--- src/rtl/channel_pkg.sv ---
// Shared constants and helpers for the programmable ISI channel model.
// Q-format unity, accumulator sizing, noise LFSR polynomial and seed.
package channel_pkg;

  // Galois tap mask for x^16+x^14+x^13+x^11+1 (right-shifting form).
  localparam logic [15:0] LFSR_POLY     = 16'hB400;
  localparam logic [15:0] LFSR_SEED_DEF = 16'hACE1;

  function automatic int unity(input int frac);
    return 1 << frac;
  endfunction

  // Sum of NUM_TAPS full-precision products plus rounding never overflows.
  function automatic int acc_width(input int r, input int cw, input int n);
    return r + cw + $clog2(n) + 1;
  endfunction

endpackage

--- src/rtl/isi_channel_prog_if.sv ---
// Sample, coefficient-write, noise-control and status bundle of the channel.
// master drives samples/controls and observes output; slave is the channel.
interface isi_channel_prog_if #(
  parameter int NUM_TAPS          = 8,
  parameter int SIGNAL_RESOLUTION = 8,
  parameter int COEF_WIDTH        = 10
);
  localparam int AW = $clog2(NUM_TAPS);

  logic signed [SIGNAL_RESOLUTION-1:0] signal_in;
  logic                                signal_in_valid;
  logic                                coef_wr_en;
  logic        [AW-1:0]                coef_wr_addr;
  logic signed [COEF_WIDTH-1:0]        coef_wr_data;
  logic                                noise_en;
  logic        [3:0]                   noise_shift;
  logic                                sat_clr;
  logic signed [SIGNAL_RESOLUTION-1:0] signal_out;
  logic                                signal_out_valid;
  logic                                sat_pulse;
  logic                                sat_sticky;

  modport master (
    output signal_in, signal_in_valid,
    output coef_wr_en, coef_wr_addr, coef_wr_data,
    output noise_en, noise_shift, sat_clr,
    input  signal_out, signal_out_valid,
    input  sat_pulse, sat_sticky
  );

  modport slave (
    input  signal_in, signal_in_valid,
    input  coef_wr_en, coef_wr_addr, coef_wr_data,
    input  noise_en, noise_shift, sat_clr,
    output signal_out, signal_out_valid,
    output sat_pulse, sat_sticky
  );
endinterface

--- src/rtl/galois_lfsr.sv ---
// Right-shifting Galois LFSR that steps only when adv is high.
// Ports: clk, rst (sync, active-high, loads SEED), adv, state.
module galois_lfsr #(
  parameter int               WIDTH = 16,
  parameter logic [WIDTH-1:0] POLY  = '0,
  parameter logic [WIDTH-1:0] SEED  = '1
) (
  input  logic             clk,
  input  logic             rst,
  input  logic             adv,
  output logic [WIDTH-1:0] state
);
  logic [WIDTH-1:0] state_q, state_d;

  always_comb begin
    state_d = state_q;
    if (adv)
      state_d = (state_q >> 1) ^ (state_q[0] ? POLY : '0);
  end

  always_ff @(posedge clk) begin
    if (rst) state_q <= SEED;
    else     state_q <= state_d;
  end

  assign state = state_q;
endmodule

--- src/rtl/isi_channel_prog.sv ---
// Programmable-tap ISI channel: delay line, registered products, round,
// optional LFSR noise, saturate. Ports: clk, rst, bus (slave).
module isi_channel_prog
  import channel_pkg::*;
#(
  parameter int          NUM_TAPS          = 8,
  parameter int          SIGNAL_RESOLUTION = 8,
  parameter int          COEF_WIDTH        = 10,
  parameter int          COEF_FRAC         = 8,
  parameter logic [15:0] LFSR_SEED         = LFSR_SEED_DEF
) (
  input logic               clk,
  input logic               rst,
  isi_channel_prog_if.slave bus
);
  localparam int R    = SIGNAL_RESOLUTION;
  localparam int PW   = SIGNAL_RESOLUTION + COEF_WIDTH;
  localparam int ACCW = acc_width(R, COEF_WIDTH, NUM_TAPS);

  localparam logic signed [COEF_WIDTH-1:0] ONE =
    COEF_WIDTH'(unity(COEF_FRAC));
  localparam logic signed [ACCW-1:0] RND  = ACCW'(unity(COEF_FRAC - 1));
  localparam logic signed [ACCW-1:0] MAXV = ACCW'(unity(R - 1) - 1);
  localparam logic signed [ACCW-1:0] MINV = ~MAXV;

  logic signed [R-1:0]          x_q    [NUM_TAPS];
  logic signed [COEF_WIDTH-1:0] coef_q [NUM_TAPS];
  logic signed [PW-1:0]         p_q    [NUM_TAPS];
  logic                         v0_q, v1_q;
  logic signed [R-1:0]          out_q;
  logic                         ovld_q, pulse_q, sticky_q;

  logic [15:0]           lfsr;
  logic                  unused_lfsr_hi;
  logic signed [ACCW-1:0] acc_d, y_d;
  logic signed [R-1:0]   nz_d, out_d;
  logic                  hi_d, lo_d;

  galois_lfsr #(
    .WIDTH (16),
    .POLY  (LFSR_POLY),
    .SEED  (LFSR_SEED)
  ) u_lfsr (
    .clk   (clk),
    .rst   (rst),
    .adv   (v1_q),
    .state (lfsr)
  );

  assign unused_lfsr_hi = ^lfsr[15:R];

  always_comb begin
    acc_d = RND;
    for (int k = 0; k < NUM_TAPS; k++)
      acc_d = acc_d + ACCW'(p_q[k]);
    y_d  = acc_d >>> COEF_FRAC;
    nz_d = $signed(lfsr[R-1:0]) >>> bus.noise_shift;
    if (bus.noise_en)
      y_d = y_d + ACCW'(nz_d);
    hi_d  = y_d > MAXV;
    lo_d  = y_d < MINV;
    out_d = y_d[R-1:0];
    if (hi_d) out_d = MAXV[R-1:0];
    if (lo_d) out_d = MINV[R-1:0];
  end

  always_ff @(posedge clk) begin
    if (rst) begin
      for (int k = 0; k < NUM_TAPS; k++) begin
        x_q[k]    <= '0;
        coef_q[k] <= (k == 0) ? ONE : '0;
        p_q[k]    <= '0;
      end
      v0_q     <= 1'b0;
      v1_q     <= 1'b0;
      out_q    <= '0;
      ovld_q   <= 1'b0;
      pulse_q  <= 1'b0;
      sticky_q <= 1'b0;
    end else begin
      // Bubbles hold the delay line rather than shifting in zeros.
      if (bus.signal_in_valid) begin
        x_q[0] <= bus.signal_in;
        for (int k = 1; k < NUM_TAPS; k++)
          x_q[k] <= x_q[k-1];
      end
      v0_q <= bus.signal_in_valid;

      // Products see coef_q from before any write on this same edge.
      if (v0_q)
        for (int k = 0; k < NUM_TAPS; k++)
          p_q[k] <= PW'(x_q[k]) * PW'(coef_q[k]);
      v1_q <= v0_q;

      if (bus.coef_wr_en && (int'(bus.coef_wr_addr) < NUM_TAPS))
        coef_q[bus.coef_wr_addr] <= bus.coef_wr_data;

      ovld_q  <= v1_q;
      pulse_q <= v1_q && (hi_d || lo_d);
      if (v1_q)
        out_q <= out_d;

      // A clamp on the clearing edge wins over the clear.
      if (v1_q && (hi_d || lo_d)) sticky_q <= 1'b1;
      else if (bus.sat_clr)       sticky_q <= 1'b0;
    end
  end

  assign bus.signal_out       = out_q;
  assign bus.signal_out_valid = ovld_q;
  assign bus.sat_pulse        = pulse_q;
  assign bus.sat_sticky       = sticky_q;
endmodule

--- src/flat_wrapper.sv ---
// flat-port wrapper written by rule: the top's interface ports become plain ports
module isi_channel_prog_flat import channel_pkg::*;
#(
  parameter int          NUM_TAPS          = 8,
  parameter int          SIGNAL_RESOLUTION = 8,
  parameter int          COEF_WIDTH        = 10,
  parameter int          COEF_FRAC         = 8,
  parameter logic [15:0] LFSR_SEED         = LFSR_SEED_DEF
)
  (clk, rst, bus_signal_in, bus_signal_in_valid, bus_coef_wr_en, bus_coef_wr_addr, bus_coef_wr_data, bus_noise_en, bus_noise_shift, bus_sat_clr, bus_signal_out, bus_signal_out_valid, bus_sat_pulse, bus_sat_sticky);
  isi_channel_prog_if #(.NUM_TAPS(NUM_TAPS), .SIGNAL_RESOLUTION(SIGNAL_RESOLUTION), .COEF_WIDTH(COEF_WIDTH)) bus_i ();
  input logic clk;
  input logic rst;
  input wire logic [$bits(bus_i.signal_in)-1:0] bus_signal_in;
  input wire logic [$bits(bus_i.signal_in_valid)-1:0] bus_signal_in_valid;
  input wire logic [$bits(bus_i.coef_wr_en)-1:0] bus_coef_wr_en;
  input wire logic [$bits(bus_i.coef_wr_addr)-1:0] bus_coef_wr_addr;
  input wire logic [$bits(bus_i.coef_wr_data)-1:0] bus_coef_wr_data;
  input wire logic [$bits(bus_i.noise_en)-1:0] bus_noise_en;
  input wire logic [$bits(bus_i.noise_shift)-1:0] bus_noise_shift;
  input wire logic [$bits(bus_i.sat_clr)-1:0] bus_sat_clr;
  output wire logic [$bits(bus_i.signal_out)-1:0] bus_signal_out;
  output wire logic [$bits(bus_i.signal_out_valid)-1:0] bus_signal_out_valid;
  output wire logic [$bits(bus_i.sat_pulse)-1:0] bus_sat_pulse;
  output wire logic [$bits(bus_i.sat_sticky)-1:0] bus_sat_sticky;
  assign bus_i.signal_in = bus_signal_in;
  assign bus_i.signal_in_valid = bus_signal_in_valid;
  assign bus_i.coef_wr_en = bus_coef_wr_en;
  assign bus_i.coef_wr_addr = bus_coef_wr_addr;
  assign bus_i.coef_wr_data = bus_coef_wr_data;
  assign bus_i.noise_en = bus_noise_en;
  assign bus_i.noise_shift = bus_noise_shift;
  assign bus_i.sat_clr = bus_sat_clr;
  assign bus_signal_out = bus_i.signal_out;
  assign bus_signal_out_valid = bus_i.signal_out_valid;
  assign bus_sat_pulse = bus_i.sat_pulse;
  assign bus_sat_sticky = bus_i.sat_sticky;
  isi_channel_prog #(.NUM_TAPS(NUM_TAPS), .SIGNAL_RESOLUTION(SIGNAL_RESOLUTION), .COEF_WIDTH(COEF_WIDTH), .COEF_FRAC(COEF_FRAC), .LFSR_SEED(LFSR_SEED)) u_core (.clk(clk), .rst(rst), .bus(bus_i));
endmodule
--- config.mk ---
export PLATFORM = sky130hd
export DESIGN_NAME = isi_channel_prog_flat
export DESIGN_NICKNAME = d
export VERILOG_FILES = /design/src/rtl/channel_pkg.sv /design/src/rtl/isi_channel_prog_if.sv /design/src/rtl/galois_lfsr.sv /design/src/rtl/isi_channel_prog.sv /design/src/flat_wrapper.sv
export SDC_FILE = /design/constraint.sdc
export NUM_CORES = 2
export LEC_CHECK = 0
export CORE_MARGIN = 10
export CORE_UTILIZATION = 56
export CTS_CLUSTER_SIZE = 28
export DETAILED_ROUTE_END_ITERATION = 12
export PLACE_DENSITY = 0.72
export SETUP_SLACK_MARGIN = 0.05
export SYNTH_ARGS = -nofsm -noshare
export SYNTH_HDL_FRONTEND = slang
export SYNTH_SLANG_ARGS = --single-unit
--- constraint.sdc ---
create_clock -name clk -period 10.6 [get_ports clk]
set_clock_uncertainty 0.1 [all_clocks]
set_input_delay 2.65 -clock clk [delete_from_list [all_inputs] [get_ports clk]]
set_output_delay 2.65 -clock clk [all_outputs]
set_load 0.005 [all_outputs]
* After elaboration in Yosys (flattened, before gate mapping)
Memory sizes are Yosys's and may differ from the RTL's.
Index checks and enable logic that the tools add are counted.
** Operators by class
- Muxes and demuxes :: 36
- Multiply operators :: 8
- Reductions and logical operators :: 4
- Bitwise gates (word level) :: 17
- $lt $le $gt $ge :: 2
- Shifts and indexed selects :: 1
- Add/subtract/negate cells :: 9
** Operators by type and width (number)
- multiplier 8 x 10 -> 18 bit :: 8
- two-way mux 18 bit :: 8
- adder 22 x 18 -> 22 bit :: 6
- two-way mux 8 bit :: 10
- greater-than comparator 22 x 8 -> 1 bit, second input constant :: 1
- less-than comparator 22 x 8 -> 1 bit, second input constant :: 1
- two-way mux 22 bit :: 1
- adder 19 x 18 -> 20 bit :: 1
- adder 9 x 18 -> 19 bit, first input constant :: 1
- two-way mux 16 bit :: 1
- bitwise OR 1 bit :: 16
- XOR 15 x 16 -> 16 bit :: 1
- adder 14 x 8 -> 15 bit :: 1
- two-way mux 1 bit :: 14
- two-way mux 10 bit :: 1
- OR reduction 10 bit :: 1
- >>> shifter 8 x 4 -> 8 bit :: 1
- two-way mux 3 bit :: 1
- nonzero test 2 bit :: 1
- logical AND 1 bit :: 1
- logical OR 1 bit :: 1
** Storage, ports and cells
- Word-level logic and storage cells :: 87
- Memories kept :: 3
- Output and inout bits :: 11
- Bits of input ports :: 31
- Bits in registers :: 29
- Memory bits (writable) :: 288
** Memories
- u_core.p_q :: depth 8, bits a word 18, rd ports 8, clocked after Yosys merged registers in 0, write ports 8, RTL line isi_channel_prog.sv:28 : logic signed [PW-1:0] p_q [NUM_TAPS];
- u_core.coef_q :: depth 8, bits a word 10, rd ports 8, clocked after Yosys merged registers in 0, write ports 8, RTL line isi_channel_prog.sv:27 : logic signed [COEF_WIDTH-1:0] coef_q [NUM_TAPS];
- u_core.x_q :: depth 8, bits a word 8, rd ports 8, clocked after Yosys merged registers in 0, write ports 8, RTL line isi_channel_prog.sv:26 : logic signed [R-1:0] x_q [NUM_TAPS];

* Longest topological paths before layout
- Word-level depth :: 14
- Mapped depth :: 38

* By module
From an unflattened synthesis, not the netlist that was laid out.
** Unflattened totals
- Cells, all modules :: 3980
- Area total of the unflattened synthesis :: 40158.5 µm²
** By module, submodules not included
- isi_channel_prog :: instances 1, area an instance 39529.2 µm², cells each 3924, seq. area each 8908.5 µm²
- galois_lfsr :: instances 1, area an instance 629.4 µm², cells each 56, seq. area each 320.3 µm²

* Worst setup path after synthesis
Ideal clock, no wire load.
- Path kind :: flip-flop to flip-flop
- Start point :: mem u_core.p_q[0][1] (netlist bit)
- End point :: reg u_core.sticky_q (netlist: u_core.bus.sat_sticky)
- Cell stages (with the launch flop) :: 35
- Buffers on the path :: 0
- Slack :: 2.286 ns
- Data arrival time :: 8.100 ns
- Path through :: edfxtp_1 -> ha_1 -> ha_1 -> fa_1 -> a21o_1 -> a21oi_1 -> o21bai_1 -> a211oi_1 -> o31ai_1 -> o211a_1 -> o21a_1 -> o21a_1 -> nor2_1 -> fa_1 -> inv_1 -> fa_1 -> fa_1 -> fa_1 -> inv_1 -> ha_1 -> a21oi_2 -> nand2_1 -> a41oi_1 -> xor2_1 -> inv_1 -> ha_1 -> a21o_1 -> a21oi_1 -> o311ai_0 -> nor3_1 -> a311o_1 -> a311oi_1 -> or4_1 -> a31o_1 -> a21o_1
** RTL lines
- start, declared :: RTL line isi_channel_prog.sv:28
- end signal, assigned :: RTL line isi_channel_prog.sv:79 : sticky_q <= 1'b0;
- end signal, assigned :: RTL line isi_channel_prog.sv:104 : if (v1_q && (hi_d || lo_d)) sticky_q <= 1'b1;
- end signal, assigned :: RTL line isi_channel_prog.sv:105 : else if (bus.sat_clr) sticky_q <= 1'b0;
- end, declared :: RTL line isi_channel_prog.sv:31 : logic ovld_q, pulse_q, sticky_q;

==> results.md <==
- The via-per-instance ratio is 5.33.
- Setup violations remaining at the end of the flow were counted as 0.
- After synthesis, flip-flops and latches occupy 23.0% of the total area.
- The worst setup path is launched from a register.
- Entering global routing, the biggest net connects 80 pins.
- The number of nets in the synthesized netlist is 4957.
- The number of hold violations in the final report is 0.
- The number of design rule violations left after detail routing is 0.
- The worst hold path passes through 2 cells.
- The critical path capture point type is a register.
- Synthesis produced 3955 cells.
- The cell with the most instances on the worst path is sky130_fd_sc_hd__fa_1.
- The synthesized netlist devotes 5.36% of its cell area to compound gates.
- The TritonCTS clock tree is done.
- For this block, the initial DRC count from the detailed router was 1582.
- The data arrival time of the critical path is 9.63 ns.
- The delay of the slowest critical-path stage is 0.52 ns.
- The global route total overflow is 0.
- The number of max-slew violations in the final report is 0.
- The worst path in the final design needs a cycle of 9.28 ns, including I/O delays and setup.
- The most common cell in the netlist is sky130_fd_sc_hd__inv_1.
- The adder and majority cell fraction of the synthesized area is 42.2%.
- The number of different library cells used by synthesis comes to 72.
- At the end of routability-driven placement, the weighted congestion stood at 0.905.
- The number of input and output port buffers inserted is 41.
- The horizontal die dimension is 287 µm.
- The number of maximum-capacitance constraint violations is 0.
- The number of warnings reported in the yosys synthesis log is 0.
- The total placed instance area is 41400 µm².
- The maximum clock path buffer count is 3.
- The number of global-route vias before repair is 27300.
- Fill cells in the final layout number 5945.
- The post-synthesis instance area is 40100 µm².
- The clock slew seen by the registers of the worst setup and hold paths is 0.05 ns.
- The synthesized netlist devotes 3.64% of its cell area to XOR and XNOR gates.
- The class of the tightest hold or removal check is register to register.
- The number of sinks driven by the clock tree is 317.
- Of all flip-flops after synthesis, the portion carrying an async set or reset was 0%.
- The initial core utilization is 56.2%.
- Headroom to the max-slew limit came out at 20.0%.
- The fraction of post-synthesis cell area in the top cell type by area is 31.7%.
- Wires add up to 90500 µm.
- The per-cell routed wire length is 18.4 µm.
- The area added between synthesis and finish is 6.54%.
- The clock buffer count from CTS is 39.
- The final critical-path share of the clock period is 87.5%.
- The main combinational cell family by area after synthesis is adder cells.
- Once layout is complete, the utilization of the core stands at 59.9%.
- The startpoint of the lowest-slack register-to-register path is u_core.p_q[0][1]$_SDFFCE_PN0P_.
- In the final design database the tool counted 4947 nets.
- For the final routed database, the setup TNS stands at 0 ns.
- At the pin with the least slew margin, the transition time is 1.20 ns.
- The clock tree synthesis step divided the H-tree into 2 levels.
- The post-CTS setup buffer count is 0.
- The worst hold path terminates at u_core.bus.signal_out[7]$_SDFFE_PP0P_.
- Timing would allow up to 108 MHz.
- The worst reg-to-reg setup slack is 1.32 ns.
- The boundary pin count is 42.
- The first-pass GRT wire length is 147000 µm.
- The start point of the worst min-delay path is u_core.bus.signal_out[7]$_SDFFE_PP0P_.
- The post-cts gate resize count is 0.
- The final non-filler cell area is 42700 µm².
- The hold buffer count at CTS is 0.
- Ranked by total cell area, the synthesized netlist is headed by sky130_fd_sc_hd__fa_1, sky130_fd_sc_hd__edfxtp_1, sky130_fd_sc_hd__ha_1, sky130_fd_sc_hd__and2_1, sky130_fd_sc_hd__inv_1.
- The clock latency on the worst-skew pair is 0.56 ns.
- The largest individual stage delay along the critical path comes from the cell sky130_fd_sc_hd__fa_1.
- The fraction of layout cells with a size suffix above 1 is 2.84%.
- Once detailed placement completed, the half-perimeter wirelength came to 73600 µm.
- The average instance in the mapped netlist occupies 10.1 µm².
- The number of cell instances on the worst register-to-register path is 34.
- The critical path is of the register to register type.
- The maximum fanout encountered on the critical timing path is 8.
- The number of detailed-route iterations in the first pass is 7.
- Synthesis inferred 317 register bits.
- The placeable core region is 71200 µm².
- The commonest cells after synthesis are sky130_fd_sc_hd__inv_1, sky130_fd_sc_hd__fa_1, sky130_fd_sc_hd__and2_1, sky130_fd_sc_hd__ha_1, sky130_fd_sc_hd__edfxtp_1.
- The number of enable-type register cells in the synthesized netlist is 288.
- The floorplan step defined a die boundary enclosing 82600 µm².
- From bottom edge to top edge, the die measures 287 µm.
- The largest area contributor in the synthesized netlist is sky130_fd_sc_hd__fa_1.
- The total global routing track utilization is 22.7%.
- Of the post-synthesis cell area, the part taken by muxes is 0.584%.
- In this run the remaining antenna-violating nets after routing total 0.
- The critical register-to-register path endpoint is u_core.bus.sat_sticky$_SDFFE_PP0P_.
- The flow ran to the end, and the final reports show no timing, DRC or antenna violations.
- In this run the clock root is driven by a sky130_fd_sc_hd__clkbuf_16.
- Among all flip-flop cells after synthesis, the most frequent one is sky130_fd_sc_hd__edfxtp_1.
- The basic-gate share of the synthesized area counting and, or, nand and nor cells is 16.4%.
- The critical path required time is 10.95 ns.
- Setup repair after global routing left no endpoint under its margin.
- The vias after detailed routing is 26200.
- The initialized floorplan defines 98 standard-cell rows.
- The number of antenna violations at the first check in global routing is 8.
## per-layer routing
layer	GRT usage [%]	part of all wire, %	up-vias	wire length, µm
met5	0	0	-	0
met4	6.31	2.7	0	2450
met3	4.04	7.7	109	6950
met2	36.2	45	730	41000
met1	31.5	44	13100	40100
li1	-	-	12300	-
## cells in the final DEF (no fill, tap or decap), drive strengths merged, types with 8 or more instances in the layout
cell type / n
xnor2: 124
xor2: 40
inv: 833
nor2b: 51
nor3: 51
nand2b: 87
o21bai: 11
or2: 23
a211o: 8
o21ai: 81
or3: 13
dfxtp: 29
o21a: 10
nand2: 269
clkbuf: 43
clkdlybuf4s50: 40
and2: 523
edfxtp: 288
fa: 635
nor2: 151
a21oi: 82
a311oi: 15
ha: 336
a21boi: 9
clkinv: 15
buf: 10
and3: 16
a21o: 34
mux2i: 11
a31oi: 11
nand3: 22
## worst max-delay path by stage
stage,startpoint,end,slack (ns),depth (start not counted)
global route,u_core.p_q[0][1]$_SDFFCE_PN0P_,u_core.bus.signal_out[1]$_SDFFE_PP0P_,0.57,33
global placement,u_core.p_q[0][1]$_SDFFCE_PN0P_,u_core.bus.sat_sticky$_SDFFE_PP0P_,1.59,34
floorplan,u_core.p_q[0][1]$_SDFFCE_PN0P_,u_core.bus.sat_sticky$_SDFFE_PP0P_,2.29,34
detailed placement,u_core.p_q[0][1]$_SDFFCE_PN0P_,u_core.bus.sat_sticky$_SDFFE_PP0P_,1.42,34
finish,u_core.p_q[0][1]$_SDFFCE_PN0P_,u_core.bus.sat_sticky$_SDFFE_PP0P_,1.32,34
CTS,u_core.p_q[0][1]$_SDFFCE_PN0P_,u_core.bus.sat_sticky$_SDFFE_PP0P_,1.40,34
## registers in the layout, summed over array words and instances, names as in the netlist
| signal | count |
|---|---|
| u_core.p_q | 144 |
| u_core.coef_q | 80 |
| u_core.x_q | 64 |
| u_core.u_lfsr.state | 16 |
| u_core.bus.signal_out | 8 |
| u_core.bus.sat_pulse | 1 |
| u_core.bus.sat_sticky | 1 |
| u_core.bus.signal_out_valid | 1 |
| u_core.v0_q | 1 |
| u_core.v1_q | 1 |
## final cells by class
cell class | instances | area, µm² | share of cell area [%]
antenna | 3 | 7.51 | 0.0176
clock buffer | 43 | 1030 | 2.42
clock inverter | 26 | 284 | 0.665
inverter | 831 | 3120 | 7.31
multi-input combinational | 2706 | 27300 | 64.1
sequential | 317 | 9230 | 21.6
tap | 950 | 1190 | 2.78
timing repair buffer | 50 | 475 | 1.11
## critical path, delay by kind of cell (launching register included)
family          cells  cell delay (ns)
compound gates     16             3.90
fa+ha+maj           9             3.51
simple gates        5             0.82
flops               1             0.37
xor+xnor            1             0.25
buf+inv             3             0.21
## stage by stage
step	instances	hold slack (ns)	setup slack [ns]
detailed placement	4854	0.354	1.42
CTS	4923	0.371	1.40
global placement	4854	0.352	1.59
global route	4924	0.385	0.568
finish	4926	0.372	1.32
floorplan	3955	0.338	2.29
## cells by family (layout without fill, tap and decap cells)
| kind of cell | count (synthesis) | after routing |
|---|---|---|
| buffers and inverters | 932 | 950 |
| AOI/OAI and AO/OA | 326 | 326 |
| other | 0 | 3 |
| xor gates and xnor gates | 165 | 165 |
| DFF | 317 | 317 |
| muxes | 18 | 18 |
| and+or+nand+nor | 1226 | 1226 |
| adders and majority gates | 971 | 971 |
Power is left out: the tool's default activity adds up to more than one toggle a clock period on the data nets, which glitch-free logic cannot reach.
